### src/rtl/regfile_wb_arbiter.sv
// Round-robin arbiter sharing the register file write port between ALU (s0) and LSU (s1).
// Registered write port; per-register busy scoreboard with write-cycle bypass on queries.
module regfile_wb_arbiter #(
  parameter int DATA_W   = 32,
  parameter int ADDR_W   = 5,
  parameter int NUM_REGS = 32
) (
  input  logic              clk,
  input  logic              rst,
  input  logic              flush,
  input  logic              s0_valid,
  input  logic [ADDR_W-1:0] s0_addr,
  input  logic [DATA_W-1:0] s0_data,
  output logic              s0_ready,
  input  logic              s1_valid,
  input  logic [ADDR_W-1:0] s1_addr,
  input  logic [DATA_W-1:0] s1_data,
  output logic              s1_ready,
  output logic              rf_we,
  output logic [ADDR_W-1:0] rf_waddr,
  output logic [DATA_W-1:0] rf_wdata,
  input  logic              set_en,
  input  logic [ADDR_W-1:0] set_addr,
  input  logic [ADDR_W-1:0] q1_addr,
  input  logic [ADDR_W-1:0] q2_addr,
  output logic              q1_busy,
  output logic              q2_busy
);

  logic                last_grant_q, last_grant_d;
  logic                rf_we_q, rf_we_d;
  logic [ADDR_W-1:0]   rf_waddr_q, rf_waddr_d;
  logic [DATA_W-1:0]   rf_wdata_q, rf_wdata_d;
  logic [NUM_REGS-1:0] busy_q, busy_d;

  logic grant0, grant1, xfer0, xfer1;

  // On contention the source that did not win last time is granted.
  assign grant0 = s0_valid & (~s1_valid | last_grant_q);
  assign grant1 = s1_valid & (~s0_valid | ~last_grant_q);

  assign s0_ready = grant0 & ~flush & ~rst;
  assign s1_ready = grant1 & ~flush & ~rst;
  assign xfer0    = s0_valid & s0_ready;
  assign xfer1    = s1_valid & s1_ready;

  always_comb begin
    last_grant_d = last_grant_q;
    rf_we_d      = 1'b0;
    rf_waddr_d   = rf_waddr_q;
    rf_wdata_d   = rf_wdata_q;
    if (xfer0) begin
      last_grant_d = 1'b0;
      rf_waddr_d   = s0_addr;
      rf_wdata_d   = s0_data;
      rf_we_d      = (s0_addr != '0);
    end else if (xfer1) begin
      last_grant_d = 1'b1;
      rf_waddr_d   = s1_addr;
      rf_wdata_d   = s1_data;
      rf_we_d      = (s1_addr != '0);
    end
  end

  // Set is applied after clear so a newly issued producer keeps the register busy.
  always_comb begin
    busy_d = busy_q;
    if (rf_we_q) busy_d[rf_waddr_q] = 1'b0;
    if (set_en && set_addr != '0) busy_d[set_addr] = 1'b1;
    busy_d[0] = 1'b0;
  end

  always_ff @(posedge clk) begin
    if (rst) begin
      last_grant_q <= 1'b1;
      rf_we_q      <= 1'b0;
      rf_waddr_q   <= '0;
      rf_wdata_q   <= '0;
      busy_q       <= '0;
    end else if (flush) begin
      rf_we_q      <= 1'b0;
      busy_q       <= '0;
    end else begin
      last_grant_q <= last_grant_d;
      rf_we_q      <= rf_we_d;
      rf_waddr_q   <= rf_waddr_d;
      rf_wdata_q   <= rf_wdata_d;
      busy_q       <= busy_d;
    end
  end

  assign rf_we    = rf_we_q;
  assign rf_waddr = rf_waddr_q;
  assign rf_wdata = rf_wdata_q;

  // The register file forwards its write data, so the register being written reads as ready.
  assign q1_busy = (q1_addr != '0) & busy_q[q1_addr] & ~(rf_we_q & (rf_waddr_q == q1_addr));
  assign q2_busy = (q2_addr != '0) & busy_q[q2_addr] & ~(rf_we_q & (rf_waddr_q == q2_addr));

endmodule

### config.mk
export PLATFORM = sky130hd
export DESIGN_NAME = regfile_wb_arbiter
export DESIGN_NICKNAME = d
export VERILOG_FILES = /design/src/rtl/regfile_wb_arbiter.sv
export SDC_FILE = /design/constraint.sdc
export NUM_CORES = 1
export LEC_CHECK = 0
export BUFFER_PORTS_ARGS = -buffer_cell sky130_fd_sc_hd__buf_2
export CORE_ASPECT_RATIO = 0.7
export CORE_UTILIZATION = 30
export CTS_CLUSTER_SIZE = 24
export DETAILED_ROUTE_END_ITERATION = 8
export PLACE_DENSITY_LB_ADDON = 0.05
export SYNTH_ARGS = -nofsm -noshare
export SYNTH_HDL_FRONTEND = slang
export SYNTH_SLANG_ARGS = --single-unit
### constraint.sdc
create_clock -name clk -period 1.37 [get_ports clk]
set_clock_uncertainty 0.05 [all_clocks]
set_input_delay 0.0685 -clock clk [delete_from_list [all_inputs] [get_ports clk]]
set_output_delay 0.0685 -clock clk [all_outputs]
set_load 0.03 [all_outputs]
; ---- After elaboration in Yosys (flattened, before gate mapping)
; Cells that the tools add are included.
[classes]
magnitude_cmp = 6
eq_ne = 2
muxes = 18
bitwise = 26
n_reduce_logical = 11
[op_table]
columns = cell, count
row1 = 32-bit two-way mux, 4
row2 = 32-bit AND, 1
row3 = 32-bit NOT, 1
row4 = 32-bit bitwise OR, 1
row5 = 5-bit nonzero test, 5
row6 = "5-bit by 6-bit less-than comparator with 1-bit output, second input constant", 4
row7 = 1-bit AND, 14
row8 = 1-bit binary-select mux with 5-bit select, 2
row9 = 1-bit demux with 5-bit select, 2
row10 = 5-bit equality test, 2
row11 = "5-bit by 1-bit greater-or-equal comparator with 1-bit output, second input constant", 2
row12 = 5-bit two-way mux, 2
row13 = 1-bit two-way mux, 8
row14 = 1-bit NOT, 7
row15 = 1-bit logical AND, 3
row16 = 1-bit bitwise OR, 2
row17 = 2-bit AND reduction, 1
row18 = 2-bit nonzero test, 1
row19 = 2-bit OR reduction, 1
[totals]
register_bits = 71
inputBits = 95
out_inout_bits = 42
word_cells = 69

; ---- Logic depth before layout (Yosys ltp)
[logic_depth]
depth_word = 9
depth_mapped = 7
mapped_depth_nobuf = 5

; ---- Worst setup path before layout
; No wires, ideal clock.
[synth_path]
path_kind = register -> output
startpoint = reg rf_waddr_q[2], in the netlist rf_waddr[2]
endpoint = out q2_busy
arrival_time_ns = 1.507
required_time_ns = 1.252
path_slack_ns = -0.255
stages_incl_launch_ff = 6
n_path_buf = 1
path_cell_list = dfxtp_1 > clkbuf_1 > xnor2_1 > nand4_1 > o21ai_0 > o22ai_2
[synth_between]
elab_chain_len = 4
[synth_lines]
columns = element, line
row1 = start: declaration, 32  ; logic [ADDR_W-1:0] rf_waddr_q, rf_waddr_d;
row2 = start signal: assignment, 86  ; rf_waddr_q <= rf_waddr_d;
row3 = 5-bit equality test, 98  ; assign q2_busy = (q2_addr != '0) & busy_q[q2_addr] & ~(rf_we_q & (rf_waddr_q == q2_addr));
row4 = 1-bit AND, 98
row5 = 1-bit NOT, 98
row6 = 1-bit AND, 98
row7 = end: declaration, 27  ; output logic q2_busy
; No other way between the ends.

; ---- Worst setup path in the final report
[layout_path]
startpoint = reg busy_q[15]
endpoint = out q1_busy
[layout_between]
elab_chain_len = 4
[layout_lines]
columns = element, line
row1 = start: declaration, 34  ; logic [NUM_REGS-1:0] busy_q, busy_d;
row2 = start signal: assignment, 88  ; busy_q <= busy_d;
row3 = 1-bit binary-select mux with 5-bit select, 97  ; assign q1_busy = (q1_addr != '0) & busy_q[q1_addr] & ~(rf_we_q & (rf_waddr_q == q1_addr));
row4 = 1-bit two-way mux (not written as such), 97
row5 = 1-bit AND (2 in series), 97
row6 = end: declaration, 26  ; output logic q1_busy,
; No other way between the ends. The select of a mux whose other input is x is not followed.

==> flow_metrics.env <==
export IMPL_worst_slack_ps=-476
export IMPL_slew_headroom_pct=61.3
export IMPL_worstPathRequired_ps=1250
export IMPL_placedCellCount=722
export IMPL_fmax_ghz=0.542
export IMPL_finalSetupViolations=16
export IMPL_nNetsFinal=750
export IMPL_power_density_nw_per_um2=913
export IMPL_comb_power_share_pct=21.1
export IMPL_routed_via_count=4166
export IMPL_overflow=0
export IMPL_start_util_pct=31.1
export IMPL_violations="negative setup slack"
export IMPL_synthCells=433
export IMPL_pin_count=137
export IMPL_ys_seq_elements=70
export IMPL_worst_setup_path_start_kind="flip-flop"
export IMPL_antenna_found_initial=0
export IMPL_period_minus_slack_ps=1850
export IMPL_pwr_share_seq_pct=38.0
export IMPL_switching_share_pct=27.6
export IMPL_maxCapViolations=0
export IMPL_cts_tree="done"
export IMPL_area_delta_synth_final_pct=69.9
export IMPL_syn_area_per_cell_um2=8.48
export IMPL_critPathKind="reg2out"
export IMPL_yosysUniqueCellTypes=43
export IMPL_drc=0
export IMPL_ir_worst_vdd_mv=0.572
export IMPL_rsz0062_at_grt="true"
export IMPL_clk_latency_ps=330
export IMPL_clock_sinks=70
export IMPL_critPathCaptureType="primary output"
export IMPL_numPortBuffers=136
export IMPL_syn_nets=528
export IMPL_die_w_um=134
export IMPL_place_ws_ps=-239
export IMPL_drt_pass1_iterations=4
export IMPL_layout_common_cells="buf_2, nand2_1, dlygate4sd3_1"
export IMPL_p_sw_w=0.00157
export IMPL_drt_iter0_markers=208
export IMPL_path_max_fanout=3
export IMPL_grt_max_degree=41
export IMPL_yosys_warnings=0
export IMPL_wirelength_mm=15.0
export IMPL_power_leakage_nw=2.57
export IMPL_grt_pass1_wl_mm=22.5
export IMPL_drive_above_1_share_pct=45.2
export IMPL_status="complete, but fails checks"
export IMPL_arrival_ps=1730
export IMPL_grt_pass1_vias=4108
export IMPL_ant_nets=0
export IMPL_num_rows=33
export IMPL_finalNonFillerCells=816
export IMPL_hpwlAfterDp_mm=9.71
export IMPL_antenna_cells=0
export IMPL_core_um2=11800
export IMPL_vias_per_cell=5.11
export IMPL_period_share_pct=135
export IMPL_place_area_um2=4670
export IMPL_synth_area_um2=3670
export IMPL_worstHoldPathType="in2reg"
export IMPL_gp_congestion=0.894
export IMPL_layout_commonest_cell="buf_2"
export IMPL_worst_pin_slew_ps=580
export IMPL_cts_htree_levels=3
export IMPL_p_clk_share_pct=40.9
export IMPL_hold_violations=0
export IMPL_clkTransAtPathRegs_ps=60
export IMPL_internal_power_w=0.00412
export IMPL_cts_buffer_depth=2
export IMPL_design_area_um2=6240
export IMPL_maxSlewViolCount=0
export IMPL_cts_buffers=9
export IMPL_seq_area_frac_synth_pct=38.2
export IMPL_wl_per_cell_um=18.4
export IMPL_die_h_um=94.6
export IMPL_report_power_total_w=0.00569
export IMPL_die_area_um2=12700
export IMPL_grt_use_total_pct=23.4
export IMPL_root_buffer="clkbuf_16"
-- per-stage QoR --
step,utilization (%),hold slack (ps),TNS (ps)
after floorplan,-,177,-95.1
after global placement,39.6,253,-440
after detailed placement,39.6,257,-475
after CTS,49.1,1.15,-1010
after global routing,52.8,27.6,-4100
final,52.8,2.85,-1440
-- timing repair --
action / CTS / global route
endpoints found under the hold margin: 36 / 0
resized for setup: 34 / 97
pin swaps: 6 / 59
buffers inserted: 6 / 1
hold buffers: 71 / 0
endpoints found under the setup margin: 13 / 45
cloned: 1 / 3
-- synthesized netlist by cell type, drive strengths merged --
master | n | area [µm²]
o22ai | 2 | 25.0
nand3 | 3 | 15.0
and3b | 3 | 26.3
or4 | 2 | 15.0
nor3 | 3 | 15.0
nand3b | 5 | 37.5
nand4 | 2 | 12.5
a22oi | 17 | 128
or3b | 3 | 26.3
a21oi | 51 | 255
a211o | 1 | 8.76
dfxtp | 70 | 1400
o211ai | 3 | 32.5
buf | 15 | 114
nor2 | 29 | 109
nor3b | 6 | 55.1
nand2 | 96 | 360
or2 | 1 | 6.26
inv | 4 | 15.0
clkbuf | 20 | 78.8
mux4 | 14 | 353
a211oi | 4 | 30.0
xnor2 | 10 | 87.6
mux2i | 2 | 20.0
or3 | 1 | 6.26
and3 | 2 | 12.5
a2111o | 2 | 22.5
a311oi | 20 | 175
o21ai | 35 | 175
or2b | 2 | 15.0
nand2b | 2 | 12.5
a21boi | 1 | 7.51
o22a | 2 | 17.5
-- flip-flops by register name, summed over array words and instances (netlist names) --
register,flops
busy_q,31
last_grant_q,1
rf_waddr,5
rf_wdata,32
rf_we,1
-- power by group through the flow --
| stage | clock [W] | combinational (W) | sequential (W) |
|---|---|---|---|
| after CTS | 0.00237 | 0.00107 | 0.00216 |
| final | 0.00233 | 0.00120 | 0.00216 |
| after floorplan | 0 | 0.000397 | 0.00231 |
| after global placement | 0 | 0.000857 | 0.00220 |
| after global routing | 0.00247 | 0.00129 | 0.00217 |
| after detailed placement | 0 | 0.000863 | 0.00220 |
-- logic make-up after synthesis --
kind of cell | share of synthesized area, %
flops | 38.2
xor+xnor | 2.39
compound gates | 23.9
buf+inv | 5.66
simple gates | 19.7
mux | 10.2
-- critical path, cell delays in order, from the launching register on --
cell      delay [ps]
dfxtp_2          330
mux4_2           500
o22a_1           230
o211ai_2          90
o22ai_4          100
buf_6            150
-- per-layer routing --
layer	up-vias	track usage [%]	part of all wire (%)
li1	2014	-	-
met1	2005	33.0	48
met2	139	35.6	45
met3	8	6.12	7.1
met4	0	5.24	0.61
met5	-	0	0
-- path summary, 6_finish.rpt --
check | cells after the start | slack (ps) | startpoint | to
max | 5 | -480 | busy_q[15]$_SDFF_PP0_ | q1_busy
min | 3 | 3 | s0_addr[4] | rf_waddr[4]$_SDFFE_PP0P_
max reg2reg | 7 | -70 | last_grant_q$_SDFFE_PP1P_ | rf_wdata[31]$_SDFFE_PP0P_
min reg2reg | 2 | 400 | rf_wdata[28]$_SDFFE_PP0P_ | rf_wdata[28]$_SDFFE_PP0P_
-- cell type report --
cell class | count | area, µm²
timing repair buffer | 246 | 1880
clock buffer | 13 | 250
fill | 1113 | 5570
inverter | 4 | 22.5
multi-input combinational | 324 | 2420
clock inverter | 2 | 35.0
sequential | 70 | 1430
tap | 157 | 196
Note: power is estimated with default switching activity, not from simulation.
